<file path="config.mk">
export PLATFORM = sky130hd
export DESIGN_NAME = cpu_sequencer_wb
export DESIGN_NICKNAME = d
export VERILOG_FILES = /design/src/rtl/cpu_sequencer_wb.sv
export SDC_FILE = /design/constraint.sdc
export NUM_CORES = 2
export LEC_CHECK = 0
export CAP_MARGIN = 20
export CORE_UTILIZATION = 45
export CTS_BUF_LIST = sky130_fd_sc_hd__clkbuf_8
export DETAILED_ROUTE_END_ITERATION = 8
export HOLD_SLACK_MARGIN = 0.02
export SETUP_SLACK_MARGIN = 0.4
export SLEW_MARGIN = 30
export SYNTH_ARGS = -nofsm -noshare
export SYNTH_HDL_FRONTEND = slang
export SYNTH_SLANG_ARGS = --single-unit
</file>
<file path="constraint.sdc">
create_clock -name clk -period 3.29 [get_ports clk]
set_input_delay 0.658 -clock clk [delete_from_list [all_inputs] [get_ports clk]]
set_output_delay 0.658 -clock clk [all_outputs]
set_load 0.01 [all_outputs]
</file>
<file path="src/rtl/cpu_sequencer_wb.sv">
// Multi-cycle FETCH/DECODE/EXEC/WB sequencer owning the PC and register file.
// Define RETIRE_COUNT_EN to add the 32-bit `retired` instruction counter output.
module cpu_sequencer_wb #(
    parameter int          NREG     = 32,
    parameter logic [31:0] PC_RESET = 32'd0
) (
    input  logic        clk,
    input  logic        rst,
    input  logic        run,
    input  logic [31:0] ins_in,
    input  logic [4:0]  rs,
    input  logic [4:0]  rt,
    input  logic [4:0]  wra,
    input  logic [31:0] result,
    input  logic [31:0] nextpc,
    output logic [31:0] imem_addr,
    output logic [31:0] ins,
    output logic [31:0] pc,
    output logic [31:0] reg1,
    output logic [31:0] reg2,
    output logic        mem_we_gate,
    output logic [2:0]  phase,
    output logic        halted
`ifdef RETIRE_COUNT_EN
    ,
    output logic [31:0] retired
`endif
);

    typedef enum logic [2:0] {
        IDLE   = 3'd0,
        FETCH  = 3'd1,
        DECODE = 3'd2,
        EXEC   = 3'd3,
        WB     = 3'd4,
        HALT   = 3'd5
    } state_t;

    state_t      state;
    state_t      state_next;
    logic [31:0] regs [NREG];

    always_ff @(posedge clk) begin
        if (rst) begin
            state <= IDLE;
            pc    <= PC_RESET;
            ins   <= 32'd0;
            for (int i = 0; i < NREG; i++) begin
                regs[i] <= 32'd0;
            end
        end else begin
            state <= state_next;
            if (state == FETCH) begin
                ins <= ins_in;
            end
            if (state == WB) begin
                pc <= nextpc;
                if (wra != 5'd0) begin
                    regs[wra] <= result;
                end
            end
        end
    end

`ifdef RETIRE_COUNT_EN
    // Counts every committed instruction, the halting jump-to-self included.
    always_ff @(posedge clk) begin
        if (rst) begin
            retired <= 32'd0;
        end else if (state == WB) begin
            retired <= retired + 32'd1;
        end
    end
`endif

    always_comb begin
        state_next = IDLE;
        case (state)
            IDLE:    state_next = run ? FETCH : IDLE;
            FETCH:   state_next = DECODE;
            DECODE:  state_next = EXEC;
            EXEC:    state_next = WB;
            WB:      state_next = (nextpc == pc) ? HALT : FETCH;
            HALT:    state_next = HALT;
            default: state_next = IDLE;
        endcase
    end

    // r0 reads as zero regardless of array contents.
    assign reg1        = (rs == 5'd0) ? 32'd0 : regs[rs];
    assign reg2        = (rt == 5'd0) ? 32'd0 : regs[rt];
    assign imem_addr   = pc;
    assign mem_we_gate = (state == EXEC);
    assign halted      = (state == HALT);
    assign phase       = state;

endmodule
</file>
* Word-level counts from Yosys, hierarchy flattened
Memory sizes are Yosys's and may differ from the RTL's.
Index checks and enable logic that the tools add are counted.
** Storage, ports and cells
- Memories :: 1
- Output and inout port bits :: 165
- Word-level logic and storage cells :: 29
- Bits of input ports :: 114
- Memory bits (writable) :: 1024
- Bits in registers :: 67
** Memory list
- regs :: words 32, width 32, rd ports 2, clocked after Yosys merged registers in 0, wr ports 32, RTL line 41 : logic [31:0] regs [NREG];
** Operators by class
- Muxes and demuxes :: 14
- Reduce and logical (&&, ||, !) cells :: 5
- Equal/unequal tests :: 6
** Operators by type and width (number)
- 32-bit two-way mux :: 3
- 32-bit equality test :: 1
- 32-bit OR reduction :: 1
- 3-bit one-hot mux with 6 select lines :: 1
- 5-bit zero test :: 2
- 1-bit two-way mux :: 8
- 3-bit by 2-bit equality test with 1-bit output, second input constant :: 2
- 3-bit equality test, second input constant :: 2
- 5-bit two-way mux :: 1
- 5-bit nonzero test :: 1
- 3-bit by 1-bit equality test with 1-bit output, second input constant :: 1
- 3-bit zero test :: 1
- 3-bit two-way mux :: 1

* Logic depth before layout (Yosys ltp)
- Word-level depth :: 7
- Depth in mapped cells :: 8
- Mapped depth without buffers :: 4

* Worst setup path before layout
OpenSTA, ideal clock, no wires.
- Kind :: input port to output port
- From :: input rs[2]
- To :: output reg1[10]
- Stages :: 6
- Path slack :: 387 ps
- Required time :: 2632 ps
- Buffers on the path :: 4
- Arrival :: 2245 ps
- Cells stage by stage :: buf_2 buf_2 buf_1 clkbuf_1 a211oi_1 a311oi_1
** Between the ends
- Word-level cells in the longest chain between the ends :: 2
- Elaborated cells on any way between the ends :: 3
- Classes of those cells :: mux: 1; reduce/logical: 1; memory: 1
** RTL lines
- from (decl) :: RTL line 11 : input logic [4:0] rs,
- memory 32 x 32 bit / 5-bit zero test (equally long branches)
- 32-bit two-way mux * :: RTL line 90 : assign reg1 = (rs == 5'd0) ? 32'd0 : regs[rs];
- to (decl) :: RTL line 19 : output logic [31:0] reg1,
Every way passes the cells marked *; elsewhere a longest branch is shown, timed or not.

==> out/qor.csv <==
stage;metric;value;unit
route;drc;0;
final_layout;final_util;0.564;
setup_path;path_delay_family;multiplexers;
final_layout;regArea;32100;um2
clocking;clk_latency;0.91;ns
route;first_pass_iters;5;
floorplanning;initial_core_util;0.456;
floorplanning;ios;279;
final_layout;final_area;71200;um2
global_routing;grt_pass1_vias;40200;
timing;min_period;3.44;ns
synth;ys_dominant_reg_cell;edfxtp_1;
timing;setup_slack;-0.146;ns
clocking;cts_root_buffer;clkbuf_8;
synth;seq_area_frac_synth;0.558;
final_layout;nets;4697;
synth;ys_seq_elements;1091;
timing;slew_viol_final;0;
status;status;complete, but fails checks;
setup_path;end_kind;output pin;
global_routing;grt_pass1_wl;297000;um
setup_path;crit_arrival;2.78;ns
clocking;ctsHtreeMaxLevel;4;
synth;syn_inst;3991;
power_and_ir_drop;p_sw;8700;uW
final_layout;syn_to_final_growth;23.9;%
power_and_ir_drop;power_density;455;nW/um2
synth;synthTopCellsByArea;edfxtp_1 (53%), mux4_2 (18%), and2_1 (11%);
route;wl;212000;um
synth;synth_cell_type_count;42;
global_routing;overflow;0;
synth;avgSynthCellArea;14.4;um2
final_layout;fillers;10000;
synth;ys_async_sr_fraction;0;
route;route.detailed.vias_per_inst;6.28;
setup_path;critPathBufInv;3;
global_routing;antenna_found_initial;21;
synth;synth_edf_count;1024;
timing;fmax;0.291;GHz
placed_design;place_congestion;0.905;
clocking;clockBufferDepth;3;
synth;netlist.top_cell.by_area;edfxtp_1;
clocking;tritoncts;built;
timing;fin_crit_sh;1.04;
timing;setup_viol;17;
setup_path;crit_type;reg2out;
status;violations;negative setup slack;
placed_design;placed_area;66400;um2
timing;hold_violations;0;
placed_design;io_buffers;278;
setup_path;slowest_delay;0.49;ns
timing;worst_pin_slew;0.988;ns
setup_path;worstPathCellList;mux4_2, mux2_4, o21ai_2, buf_4, a311oi_2, buf_4, buf_6;
final_layout;multiInputGateArea;25200;um2
route;drtIter0Drc;5345;
power_and_ir_drop;p_sw_frac;0.269;
timing;finClkSkew;0.0365;ns
power_and_ir_drop;p_leak;0.0264;uW
global_routing;grt_usage;0.325;
synth;yosys_warnings;0;
route;wl_per_cell;33.1;um
power_and_ir_drop;clkPwrFrac;0.364;
floorplanning;row_count;130;
synth;syn_area;57500;um2
floorplanning;coreArea;126000;um2
min_path;hp-class;in2reg;
power_and_ir_drop;p_seq_frac;0.491;
global_routing;grt_max_degree;131;
placed_design;dp_slack;-0.921;ns
clocking;clkSlewWorstSetupHoldPaths;0.06;ns
timing;maxSlewHeadroom;0.339;
power_and_ir_drop;ir_drop;0.000440;V
setup_path;cp_max_fo;2;
route;drt.antenna.violating_nets;0;
route;vias;40200;
final_layout;finalNonFillerCells;6402;
timing;rsz0062_at_grt;true;
setup_path;cpMaxStageDelayCell;mux4_2;
run;maxCapViolations;0;
clocking;clock_sinks;1091;
floorplanning;die_w;359;um
floorplanning;die_h;359;um
clocking;cts_buffers;191;
final_layout;drive_above_1_share;0.351;
timing;setup_tns;-0.880;ns
placed_design;placed_cells_incl_taps;6024;
setup_path;cpMostUsedCell;buf_4;
synth;yosysTopAreaCellShare;0.535;
power_and_ir_drop;p_int;23700;uW
setup_path;worstPathRequired;2.63;ns
floorplanning;die_area;129000;um2
power_and_ir_drop;combPwrFrac;0.145;
setup_path;crit_path_start_kind;flop;
placed_design;hpwlAfterDp;136000;um
per-layer routing:
| layer | GRT usage | wire length (um) | share of wire |
|---|---|---|---|
| met3 | 0.0744 | 23200 | 0.11 |
| met1 | 0.424 | 79800 | 0.38 |
| met4 | 0.141 | 9870 | 0.047 |
| met2 | 0.521 | 99200 | 0.47 |
| met5 | 0 | 30 | 0.00014 |
cell usage after synthesis (8+ instances only):
cell type / n
a21oi_1: 65
a211oi_1: 64
and2_1: 994
buf_1: 20
mux2i_1: 128
nor2_1: 34
or2_2: 33
edfxtp_1: 1024
o21ai_0: 111
a311oi_1: 64
a22oi_1: 64
buf_4: 33
xnor2_1: 33
nor2b_1: 68
dfxtp_1: 67
a221oi_1: 47
clkbuf_1: 295
buf_2: 82
mux2_2: 64
o2111ai_1: 17
nand2_1: 164
buf_6: 23
nand4_1: 8
mux4_2: 448
through the flow:
step	total power, uW	hold WS (ns)
floorplan	18300	0.481
global placement	20500	0.441
detailed placement	20600	0.448
CTS	32400	0.235
global route	33300	0.265
finish	32400	0.301
repair_timing:
action                                  CTS  global route
gates cloned                              1             3
endpoints found under the hold margin     1             0
pin swaps                                60            35
resized for setup                       552            88
buffers inserted                          2             9
endpoints found under the setup margin   66            64
hold buffers                              1             0
worst reg2reg max path, cell delays in order, from the launching register on:
cell     delay (ns)
dfxtp_1        0.30
buf_4          0.17
or3b_1         0.39
or4_1          0.41
buf_4          0.26
nor2_4         0.15
buf_4          0.62
and2_1         0.26
final cells by class:
| class | count | share of cell area |
|---|---|---|
| Inverter | 4 | 0.000281 |
| Sequential cell | 1091 | 0.451 |
| Tap cell | 1650 | 0.0290 |
| Multi-Input combinational cell | 2474 | 0.353 |
| Timing Repair Buffer | 821 | 0.117 |
| Clock inverter | 150 | 0.0103 |
| Clock buffer | 201 | 0.0388 |
| Antenna cell | 11 | 0.000387 |
power by group through the flow:
stage	sequential [uW]	clock, uW	combinational [uW]
6_report	15900	11800	4690
5_1_grt	15900	12500	4840
4_1_cts	15900	11900	4560
3_5_place_dp	16200	0	4410
3_3_place_gp	16100	0	4400
2_1_floorplan	16100	0	2170
final timing paths:
check / from / end / slack [ns] / cells after the start
max: regs[15][29]$_SDFFCE_PN0P_ / reg2[29] / -0.15 / 7
min: ins_in[27] / ins[27]$_SDFFE_PP0P_ / 0.30 / 3
max reg2reg: phase[1]$_SDFF_PP0_ / regs[12][15]$_SDFFCE_PN0P_ / 0.59 / 7
min reg2reg: ins[9]$_SDFFE_PP0P_ / ins[9]$_SDFFE_PP0P_ / 0.45 / 2
logic make-up (layout without fill, tap and decap cells):
group | after synthesis | count (layout) | share of synthesized area
buffers and inverters | 457 | 1176 | 0.0368
flip-flops | 1091 | 1091 | 0.558
other | 1 | 43 | 0.0000652
AO/OA/AOI/OAI | 433 | 433 | 0.0517
multiplexers | 640 | 640 | 0.210
AND/OR/NAND/NOR | 1335 | 1335 | 0.138
XOR/XNOR | 34 | 34 | 0.00518
sequential cells by signal (all words and copies together) (netlist names):
| register | count |
|---|---|
| regs | 1024 |
| ins | 32 |
| imem_addr | 32 |
| phase | 3 |
layout by cell type, fill, tap and decap left out, types with 73 or more instances in the layout:
cell type and count:
clkdlybuf4s50_1 185, buf_12 124, clkbuf_8 201, and2_1 993, edfxtp_1 1024, buf_2 73
nand2_1 164, mux2i_1 128, mux4_2 448, buf_4 389
Note: power is estimated with default switching activity, not from simulation.
